--- src/rtl/voice_gen.sv ---
// rtl/voice_gen.sv - sawtooth synth voice with ADSR envelope
// Slow-domain note_rst/key are resynchronised; START clears phase, END releases.
module voice_gen #(
  parameter int PHASE_W   = 24,
  parameter int SAMPLE_HZ = 48828,
  parameter int ATK_STEP  = 8,
  parameter int DEC_STEP  = 1,
  parameter int SUS_LVL   = 160,
  parameter int REL_STEP  = 4
) (
  input  logic               clk,
  input  logic               grst,
  input  logic               sample_en,
  input  logic               env_en,
  input  logic               note_rst,
  input  logic [6:0]         key,
  output logic signed [15:0] sample,
  output logic               sample_valid,
  output logic [7:0]         env,
  output logic               active
);

  typedef enum logic [2:0] {ST_IDLE, ST_ATTACK, ST_DECAY, ST_SUSTAIN, ST_RELEASE} state_t;

  // Top-octave (octave 10) increment for each semitone; lower octaves shift right.
  function automatic logic [PHASE_W-1:0] base_inc(input int s);
    real f;
    f = 440.0 * (2.0 ** ($itor(120 + s - 69) / 12.0)) * (2.0 ** $itor(PHASE_W)) / $itor(SAMPLE_HZ);
    return PHASE_W'($rtoi(f + 0.5));
  endfunction

  localparam logic [PHASE_W-1:0] BASE [12] = '{
    base_inc(0), base_inc(1), base_inc(2), base_inc(3), base_inc(4),  base_inc(5),
    base_inc(6), base_inc(7), base_inc(8), base_inc(9), base_inc(10), base_inc(11)
  };

  logic               nr_q1, nr_s, nr_d;
  logic [6:0]         key_q1, key_s, key_lat;
  logic               start, note_end, gate_on, end_hit, decay_skip, env_step;
  logic [3:0]         semi, oct;
  logic [PHASE_W-1:0] inc, phase, phase_nxt;
  logic signed [7:0]  saw;
  logic signed [15:0] prod;
  state_t             state, state_nxt;
  logic [7:0]         env_nxt;

  always_ff @(posedge clk or posedge grst) begin
    if (grst) begin
      nr_q1  <= 1'b0;
      nr_s   <= 1'b0;
      nr_d   <= 1'b0;
      key_q1 <= '0;
      key_s  <= '0;
    end else begin
      nr_q1  <= note_rst;
      nr_s   <= nr_q1;
      nr_d   <= nr_s;
      key_q1 <= key;
      key_s  <= key_q1;
    end
  end

  assign start      = nr_d & ~nr_s;
  assign note_end   = nr_s & ~nr_d;
  assign gate_on    = (state == ST_ATTACK) || (state == ST_DECAY) || (state == ST_SUSTAIN);
  assign end_hit    = note_end & gate_on;
  assign decay_skip = (state == ST_DECAY) && (SUS_LVL >= 255);
  assign env_step   = env_en & ~start & ~end_hit & ~decay_skip;

  always_comb begin
    semi = 4'(key_lat % 7'd12);
    oct  = 4'(key_lat / 7'd12);
    inc  = (key_lat == '0) ? '0 : (BASE[semi] >> (4'd10 - oct));
  end

  // A START in the same cycle as sample_en wins: the phase restarts at zero.
  always_comb begin
    phase_nxt = phase;
    if (start)
      phase_nxt = '0;
    else if (sample_en)
      phase_nxt = phase + inc;
    saw  = phase_nxt[PHASE_W-1 -: 8];
    prod = 16'(saw) * 16'($signed({1'b0, env}));
  end

  always_ff @(posedge clk or posedge grst) begin
    if (grst) begin
      phase        <= '0;
      key_lat      <= '0;
      sample       <= '0;
      sample_valid <= 1'b0;
    end else begin
      phase        <= phase_nxt;
      sample_valid <= sample_en;
      if (sample_en)
        sample <= prod;
      if (start)
        key_lat <= key_s;
    end
  end

  always_ff @(posedge clk or posedge grst) begin
    if (grst) begin
      state <= ST_IDLE;
      env   <= '0;
    end else begin
      state <= state_nxt;
      env   <= env_nxt;
    end
  end

  always_comb begin
    state_nxt = state;
    if (start)
      state_nxt = (key_s != '0) ? ST_ATTACK : ST_RELEASE;
    else if (end_hit)
      state_nxt = ST_RELEASE;
    else if (decay_skip)
      state_nxt = ST_SUSTAIN;
    else if (env_en) begin
      case (state)
        ST_ATTACK:  if (int'(env) + ATK_STEP >= 255)     state_nxt = ST_DECAY;
        ST_DECAY:   if (int'(env) - DEC_STEP <= SUS_LVL) state_nxt = ST_SUSTAIN;
        ST_RELEASE: if (int'(env) <= REL_STEP)           state_nxt = ST_IDLE;
        default:    state_nxt = state;
      endcase
    end
  end

  // Retrigger keeps env as-is so legato notes continue from the current level.
  always_comb begin
    env_nxt = env;
    active  = (state != ST_IDLE);
    if (env_step) begin
      case (state)
        ST_IDLE:    env_nxt = '0;
        ST_ATTACK:  env_nxt = (int'(env) + ATK_STEP >= 255) ? 8'd255 : env + 8'(ATK_STEP);
        ST_DECAY:   env_nxt = (int'(env) - DEC_STEP <= SUS_LVL) ? 8'(SUS_LVL) : env - 8'(DEC_STEP);
        ST_RELEASE: env_nxt = (int'(env) <= REL_STEP) ? 8'd0 : env - 8'(REL_STEP);
        default:    env_nxt = env;
      endcase
    end
  end

endmodule

--- config.mk ---
export PLATFORM = sky130hd
export DESIGN_NAME = voice_gen
export DESIGN_NICKNAME = d
export VERILOG_FILES = /design/src/rtl/voice_gen.sv
export SDC_FILE = /design/constraint.sdc
export NUM_CORES = 1
export LEC_CHECK = 0
export CORE_MARGIN = 3
export CORE_UTILIZATION = 51
export CTS_CLUSTER_SIZE = 14
export DETAILED_ROUTE_END_ITERATION = 12
export GPL_TIMING_DRIVEN = 1
export HOLD_SLACK_MARGIN = 0.06
export PLACE_DENSITY = 0.72
export SYNTH_ARGS = -nofsm -noshare
export SYNTH_HDL_FRONTEND = slang
export SYNTH_SLANG_ARGS = --single-unit
--- constraint.sdc ---
create_clock -name clk -period 9.8 [get_ports clk]
set_clock_uncertainty 0.15 [all_clocks]
set_input_delay 0.98 -clock clk [delete_from_list [all_inputs] [get_ports clk]]
set_output_delay 0.98 -clock clk [all_outputs]
set_load 0.01 [all_outputs]
==> flow_summary_export.csv, run 1 <==
group,metric,value,unit
synthesis,async_reset_ff_frac,1.000,
layout,layout_commonest_cell,"nor2_1",
setup_path,cp_top_family,"compound AO/OA/AOI/OAI gates",
layout,diodes,0,
clocking,cts.sinks,76,
synthesis,synthFlopType,"dfrtp_1",
setup_path,cp.required,9.89,ns
setup_path,worstPathArrival,9.55,ns
power,p_leak,4.944,nW
timing,finalCriticalPeriod,9.457,ns
clocking,insertion_delay,0.35,ns
hold_path,hold_class,"register to register",
setup_path,crit_fanout,25,
status,status,"finished, final reports clean",
power,p_total,2.604,mW
hold_path,worst_hold_path.num_cells,0,
hold_path,holdPathEnd,"key_s[4]",
floorplanning,core,16640,µm²
floorplanning,row_count,47,
synthesis,yosys.area.top_type,"dfrtp_1",
global_routing,antenna_found_initial,0,
layout,final_layout_size_suffix_gt1_frac,0.1867,
hold_path,min_from,"key_q1[4]",
drt,highest_layer,"met4",
synthesis,ys_types,83,
clocking,cts_tree,"built",
drt,drt-met1-wl,9.891,mm
drt,dr.pass1.iters,5,
setup_path,worstSetupPathType,"register to register",
synthesis,avgSynthCellArea,8.390,µm²
synthesis,synth_fp_nets,1167,
setup_path,r2r-start,"key_lat[3]",
floorplanning,die_w,136.6,µm
layout,finish.utilization,0.6252,
place,dp.cells,1301,
drt,drt-initial-drc-count,766,
drt,routed_wl,22.65,mm
clocking,h-tree-depth,3,
drt,avgRoutedWirePerCell,17.05,µm
timing,hold_viol,0,
drt,wl_met2,11.17,mm
floorplanning,ioPinCount,38,
drt,post_drt_via_cell_ratio,6.001,
layout,syn_to_final_growth,19.59,%
global_routing,grt_pass1_vias,7738,
timing,fin_tns_setup,0,ns
synthesis,netlist.area_leader.share,0.2186,
setup_path,rr_worst_depth,40,
global_routing,grt_pass1_wl,37.73,mm
setup_path,cp-end-kind,"register",
place,pre_cts_ws,-0.04218,ns
synthesis,yosysSeqAreaShare,0.2186,
place,hpwl,16.79,mm
setup_path,critPathMaxStageDelay,0.59,ns
setup_path,slowest_stage,"fa_2",
synthesis,netlist_area,8701,µm²
timing,layout_setup_ws,0.3434,ns
timing,finalSetupViolations,0,
run,cap_violations,0,
layout,stdcell_count,1329,
synthesis,synth-seq-cells,76,
global_routing,gr-total-overflow,0,
floorplanning,die_area,18660,µm²
clocking,cts.path.max_buffers,2,
drt,drc_errors,0,
clocking,path_clk_slew,0.06,ns
synthesis,netlist_instances,1037,
timing,fin_crit_sh,0.9650,
floorplanning,die_h,136.6,µm
drt,wl_met3,840,µm
global_routing,grtUsageTotal,0.2506,
global_routing,grt_max_degree,77,
place,gp_congestion,0.9555,
layout,num-nets-final,1234,
floorplanning,floorplan.initialDensity,0.5228,
clocking,cts-root-buf,"clkbuf_16",
setup_path,rrSetupSlack,0.34,ns
place,portBuffers,37,
synthesis,ys_warn_count,0,
setup_path,crit_buf_inv,7,
layout,final_cell_mix,"nor2_1, inv_1, nand2_1, ha_1, dfrtp_1",
drt,ant_nets,0,
synthesis,synth_area_leaders,"dfrtp_1, ha_1, fa_1, nor2_1, mux2i_1",
setup_path,r2r_end,"sample[15]",
timing,tightest_slew,0.9770,ns
power,irDropWorstVdd,0.0001410,V
timing,fmax,105.7,MHz
timing,drv_slew,0,
power,power_density,250.2,nW/µm²
timing,slew_headroom,0.3487,
drt,routed-via-count,7975,
setup_path,start_kind,"register",
clocking,cts_buffers,9,
synthesis,synth_edf_count,0,
[metrics by stage]
step | instance area [µm²] | hold WS, ns
after global routing | 10410 | 0.2024
after detailed placement | 9629 | 0.1847
after CTS | 9960 | 0.1972
after floorplan | 8701 | 0.1812
after global placement | 9629 | 0.1831
final | 10410 | 0.1964
[registers in the layout, summed over array words and instances (netlist names)]
signal and flops:
sample 16, key_lat 7, sample_valid 1, nr_d 1, key_s 7, key_q1 7
state 3, env 8, nr_s 1, phase 24, nr_q1 1
[synth_stat cells (all sizes together), types with 20 or more instances]
| cell type | n |
|---|---|
| a21o | 29 |
| a21oi | 61 |
| a31oi | 20 |
| buf | 22 |
| clkbuf | 36 |
| dfrtp | 76 |
| fa | 38 |
| ha | 80 |
| inv | 83 |
| mux2i | 33 |
| nand2 | 75 |
| nor2 | 113 |
| o21ai | 51 |
[metal layers]
| layer | vias to the layer above | global-route usage |
|---|---|---|
| li1 | 3822 | - |
| met1 | 3848 | 0.3228 |
| met2 | 245 | 0.4225 |
| met3 | 60 | 0.03676 |
| met4 | 0 | 0.1019 |
| met5 | - | 0 |
[repair_timing]
| action | CTS | global route |
|---|---|---|
| endpoints found under the setup margin | 2 | 6 |
| gates resized for setup | 2 | 82 |
| hold buffers | 0 | 0 |
| endpoints found under the hold margin | 0 | 0 |
| pin swaps | 0 | 24 |
| setup buffers | 0 | 12 |
[cell type report]
cell class	count	area, µm²
timing repair buffer	114	1017
clock buffer	11	242.7
clock inverter	5	75.07
fill	1426	6237
tap	220	275.3
sequential	76	1907
inverter	83	316.6
multi-input combinational	820	6571
[power breakdown]
part           leakage [nW]  internal (mW)  switching [mW]
clock                 0.159          0.229           0.135
sequential            0.974          0.376          0.0597
combinational          3.81          0.827           0.976
[worst max-delay path by stage]
stage	startpoint	to	cells past startpoint
floorplan	key_lat[2]	sample[15]	43
global placement	key_lat[3]	sample[15]	38
detailed placement	key_lat[3]	sample[15]	39
CTS	key_lat[3]	sample[14]	40
global route	key_lat[3]	sample[15]	39
finish	key_lat[3]	sample[15]	40
[cells by family (layout without fill, tap and decap cells)]
family / after synthesis / count (layout) / share of synthesized area
compound gates: 294 / 294 / 0.2330
flops: 76 / 76 / 0.2186
mux: 48 / 48 / 0.05968
buf+inv: 141 / 213 / 0.06586
fa+ha+maj: 119 / 119 / 0.2036
simple gates: 321 / 321 / 0.1802
xor+xnor: 38 / 38 / 0.03911
(Power assumes the default switching activity.)
==> run 2: changes to the inputs <==
--- a/config.mk
+++ b/config.mk
@@ -11,7 +11,7 @@
 export DETAILED_ROUTE_END_ITERATION = 12
 export GPL_TIMING_DRIVEN = 1
 export HOLD_SLACK_MARGIN = 0.06
-export PLACE_DENSITY = 0.72
+export PLACE_DENSITY = 0.69
 export SYNTH_ARGS = -nofsm -noshare
 export SYNTH_HDL_FRONTEND = slang
 export SYNTH_SLANG_ARGS = --single-unit
==> constraint.sdc (replaced) <==
create_clock -name clk -period 11.76 [get_ports clk]
set_clock_uncertainty 0.15 [all_clocks]
set_input_delay 3.528 -clock clk [delete_from_list [all_inputs] [get_ports clk]]
set_output_delay 3.528 -clock clk [all_outputs]
set_load 0.01 [all_outputs]
==> run 2 against run 1 <==
Net effect:
- sequential power decreased by 15%
- sequential share of layout area increased by 1.7 points
- design area decreased by 8.8%
- via count decreased by 4.8%
- critical endpoint unchanged
- largest cell class unchanged
- largest power group unchanged
==> flow_summary_export.csv, run 2 (same netlist as run 1, synthesis figures left out) <==
group,metric,value,unit
status,status,"finished, final reports clean",
clocking,cts.path.max_buffers,2,
layout,register_area,1903,µm²
clocking,cts_setup_buffers,0,
layout,top_register,"phase",
drt,drc_errors,0,
setup_path,critPathMaxStageDelay,0.76,ns
setup_path,worst-path-stages,43,
timing,hold_viol,0,
layout,layout_commonest_cell,"nor2_1",
setup_path,cp-end-kind,"register",
clocking,cts_tree,"built",
layout,multi_input_area,6247,µm²
floorplanning,row_count,47,
place,hpwl,15.97,mm
clocking,cts-root-buf,"clkbuf_16",
setup_path,slowest_stage,"dfrtp_1",
setup_path,worstSetupPathType,"register to register",
setup_path,crit_buf_inv,9,
timing,slew_headroom,0.3319,
floorplanning,die_area,18660,µm²
hold_path,worst_hold_path.num_cells,0,
global_routing,antenna_found_initial,0,
drt,avgRoutedWirePerCell,17.01,µm
floorplanning,ioPinCount,38,
setup_path,cp.required,11.84,ns
drt,post_drt_via_cell_ratio,6.010,
setup_path,cp_top_family,"adder cells",
timing,finalCriticalPeriod,10.95,ns
timing,tightest_slew,1.002,ns
layout,nFillCells,1511,
timing,fmax,91.34,MHz
drt,routed-via-count,7590,
floorplanning,floorplan.initialDensity,0.5228,
floorplanning,core,16640,µm²
power,irDropWorstVdd,0.0001079,V
power,power_density,199.8,nW/µm²
place,portBuffers,37,
layout,final_layout_size_suffix_gt1_frac,0.07766,
clocking,cts_buffers,9,
layout,reg_top3,"phase (24), sample (16), env (8)",
timing,grt_setup_unrepaired,"false",
clocking,cts.sinks,76,
global_routing,grt_pass1_wl,36.36,mm
run,cap_violations,0,
timing,fin_tns_setup,0,ns
layout,final_cell_mix,"nor2_1, inv_1, ha_1, nand2_1, dfrtp_1",
drt,ant_nets,0,
place,dp.cells,1247,
layout,syn_to_final_growth,9.074,%
timing,fin_crit_sh,0.9310,
drt,drt-initial-drc-count,820,
layout,largest_reg_flops,24,
global_routing,grtUsageTotal,0.2416,
clocking,insertion_delay,0.35,ns
setup_path,rr_worst_depth,43,
floorplanning,die_h,136.6,µm
global_routing,grt_pass1_vias,7213,
clocking,h-tree-depth,3,
place,gp_congestion,0.9449,
timing,drv_slew,0,
power,p_total,1.896,mW
timing,finalSetupViolations,0,
setup_path,cpMostUsedCell,"inv_1",
global_routing,grt_max_degree,77,
clocking,path_clk_slew,0.06,ns
place,pre_cts_ws,0.7550,ns
floorplanning,die_w,136.6,µm
layout,stdcell_count,1263,
power,p_leak,4.567,nW
global_routing,gr-total-overflow,0,
layout,diodes,0,
setup_path,start_kind,"register",
setup_path,worstPathArrival,11.03,ns
timing,layout_setup_ws,0.8117,ns
drt,routed_wl,21.48,mm
layout,num-nets-final,1168,
drt,dr.pass1.iters,5,
hold_path,hold_class,"register to register",
setup_path,crit_fanout,22,
## run 2: where the power goes
group / leakage (nW) / internal [mW] / switching (mW)
registers: 0.978 / 0.313 / 0.0575
clock network: 0.149 / 0.176 / 0.118
logic: 3.44 / 0.515 / 0.717
## run 2: through the flow
| step | area [µm²] | hold slack (ns) | util |
|---|---|---|---|
| final | 9490 | 0.1925 | 0.5703 |
| after global routing | 9490 | 0.1968 | 0.5703 |
| after CTS | 9478 | 0.1984 | 0.5695 |
| after detailed placement | 9174 | 0.1858 | 0.5512 |
| after global placement | 9174 | 0.1842 | 0.5512 |
| after floorplan | 8701 | 0.1812 | - |
## run 2: routing by layer
| layer | vias to the layer above | GRT usage | routed length, µm |
|---|---|---|---|
| li1 | 3695 | - | - |
| met1 | 3603 | 0.3325 | 9681 |
| met2 | 241 | 0.3880 | 10330 |
| met3 | 51 | 0.03419 | 884 |
| met4 | 0 | 0.08959 | 588 |
| met5 | - | 0 | 0 |
## run 2: final timing paths
path / startpoint / endpoint / slack (ns)
worst max-delay path: key_lat[6] / sample[15] / 0.81
worst min-delay path: key_q1[2] / key_s[2] / 0.19
worst max register to register: key_lat[6] / sample[15] / 0.81
worst min register to register: key_q1[2] / key_s[2] / 0.19
max in group asynchronous: grst / key_lat[3] / 7.10
min in group asynchronous: grst / sample[5] / 3.67
## run 2: final cells by class
type	instances	area share
clock buffers	12	0.02703
clock inverters	4	0.005010
inverters	83	0.03296
multi-input cells	820	0.6583
flip-flops and latches	76	0.2005
well taps	220	0.02900
repair buffers	48	0.04720
## run 2: timing repair
item,4_1_cts,5_1_grt
resized for setup,0,2
setup endpoints to repair,0,3
hold buffers,0,0
==> run 3: changes to the inputs <==
==> constraint.sdc (replaced) <==
create_clock -name clk -period 11.2 [get_ports clk]
set_clock_uncertainty 0.15 [all_clocks]
set_input_delay 3.36 -clock clk [delete_from_list [all_inputs] [get_ports clk]]
set_output_delay 3.36 -clock clk [all_outputs]
set_load 0.01 [all_outputs]
==> run 3 against run 2 <==
Net effect:
- design area is 0.88% higher
- global-route usage is 0.11 points lower
- largest power group unchanged
- sequential share of layout area is 0.15 points lower
- setup slack worse by 0.021 ns
- critical path type unchanged
==> flow_summary_export.csv, run 3 (same netlist as run 1, synthesis figures left out) <==
group,metric,value,unit
place,gp_congestion,0.9234,
global_routing,met3_usage,0.03419,
layout,diodes,0,
run,cap_violations,0,
drt,drc_errors,0,
floorplanning,die_h,136.6,µm
global_routing,grt_pass1_vias,7392,
setup_path,rr_worst_depth,37,
setup_path,worstPathArrival,10.49,ns
hold_path,holdPathEnd,"key_s[3]",
layout,register_area,1906,µm²
floorplanning,floorplan.initialDensity,0.5228,
clocking,h-tree-depth,3,
timing,drv_slew,0,
floorplanning,row_count,47,
drt,drt-initial-drc-count,691,
hold_path,worst_hold_path.num_cells,0,
layout,layout_commonest_cell,"nor2_1",
power,irDropWorstVdd,0.0001016,V
global_routing,grt.busiest_layer,"met2",
setup_path,r2r-start,"key_lat[1]",
power,power_density,211.8,nW/µm²
floorplanning,core,16640,µm²
setup_path,worst-path-stages,37,
drt,avgRoutedWirePerCell,16.77,µm
layout,syn_to_final_growth,10.04,%
global_routing,grt_max_degree,55,
global_routing,use_met1,0.3252,
global_routing,antenna_found_initial,0,
status,status,"finished, final reports clean",
clocking,cts-root-buf,"clkbuf_16",
layout,multi_input_area,6255,µm²
global_routing,gr-total-overflow,0,
setup_path,slowest_stage,"a211oi_1",
power,p_leak,4.593,nW
timing,hold_viol,0,
layout,final_cell_mix,"nor2_1, inv_1, ha_1, nand2_1, dfrtp_1",
setup_path,r2r_end,"sample[15]",
timing,fin_tns_setup,0,ns
setup_path,cpMostUsedCell,"fa_1",
layout,final_layout_size_suffix_gt1_frac,0.08857,
timing,slew_headroom,0.4236,
setup_path,cp.required,11.28,ns
clocking,cts_setup_buffers,0,
timing,fin_crit_sh,0.9294,
hold_path,min_from,"key_q1[3]",
drt,dr.pass1.iters,5,
timing,finalCriticalPeriod,10.41,ns
drt,post_drt_via_cell_ratio,5.977,
setup_path,cp-end-kind,"register",
clocking,cts_tree,"built",
place,hpwl,16.00,mm
layout,nFillCells,1519,
floorplanning,die_area,18660,µm²
layout,top_register,"phase",
clocking,cts_buffers,9,
clocking,cts.sinks,76,
place,place_area,9226,µm²
timing,finalSetupViolations,0,
layout,largest_reg_flops,24,
drt,ant_nets,0,
drt,routed_wl,21.30,mm
global_routing,grtUsageTotal,0.2406,
drt,routed-via-count,7591,
global_routing,grt_pass1_wl,36.42,mm
layout,design_area,9574,µm²
timing,fmax,96.07,MHz
setup_path,crit_buf_inv,3,
setup_path,worstSetupPathType,"register to register",
setup_path,cp_top_family,"compound AO/OA/AOI/OAI gates",
timing,tightest_slew,0.8637,ns
timing,grt_setup_unrepaired,"false",
layout,finish.utilization,0.5753,
setup_path,crit_fanout,18,
layout,num-nets-final,1175,
layout,reg_top3,"phase (24), sample (16), env (8)",
global_routing,use_met2,0.4014,
clocking,path_clk_slew,0.06,ns
floorplanning,die_w,136.6,µm
hold_path,hold_class,"register to register",
setup_path,critPathMaxStageDelay,0.61,ns
clocking,cts.path.max_buffers,2,
floorplanning,ioPinCount,38,
place,portBuffers,37,
clocking,insertion_delay,0.36,ns
setup_path,rrSetupSlack,0.79,ns
setup_path,start_kind,"register",
-- run 3: worst max-delay path by stage --
stage / start / endpoint / slack, ns
final: key_lat[1] / sample[15] / 0.79
after CTS: key_lat[5] / sample[15] / 0.55
after floorplan: key_lat[2] / sample[15] / 1.64
after detailed placement: key_lat[5] / sample[15] / 0.65
after global routing: key_lat[1] / sample[15] / 0.05
after global placement: key_lat[5] / sample[15] / 0.75
-- run 3: final cells by class --
| cell class | instances | share of cell area |
|---|---|---|
| timing repair buffer | 55 | 0.05227 |
| tap | 220 | 0.02875 |
| multi-input combinational | 820 | 0.6533 |
| inverter | 83 | 0.03267 |
| clock inverter | 7 | 0.01045 |
| clock buffer | 9 | 0.02352 |
| sequential | 76 | 0.1990 |
-- run 3: per-layer routing --
metal,part of all wire,vias to the layer above
met2,0.48,209
met3,0.048,33
met1,0.45,3645
met5,0,-
met4,0.023,0
li1,-,3704
-- run 3: repair_timing --
action / in CTS / in global routing
resized for setup: 0 / 6
endpoints found under the setup margin: 0 / 3
hold buffers: 0 / 0
-- run 3: power breakdown --
part	switching, mW	internal (mW)
clock network	0.129	0.196
registers	0.0592	0.329
logic	0.758	0.556
-- run 3: metrics by stage --
| stage | setup WS [ns] | total power, mW | hold slack [ns] | instances |
|---|---|---|---|---|
| floorplan | 1.641 | 1.393 | 0.1812 | 1037 |
| global placement | 0.7498 | 1.674 | 0.1827 | 1254 |
| detailed placement | 0.6460 | 1.679 | 0.1864 | 1254 |
| CTS | 0.5506 | 2.016 | 0.2005 | 1270 |
| global route | 0.05350 | 2.212 | 0.2173 | 1270 |
| finish | 0.7905 | 2.028 | 0.1987 | 1270 |
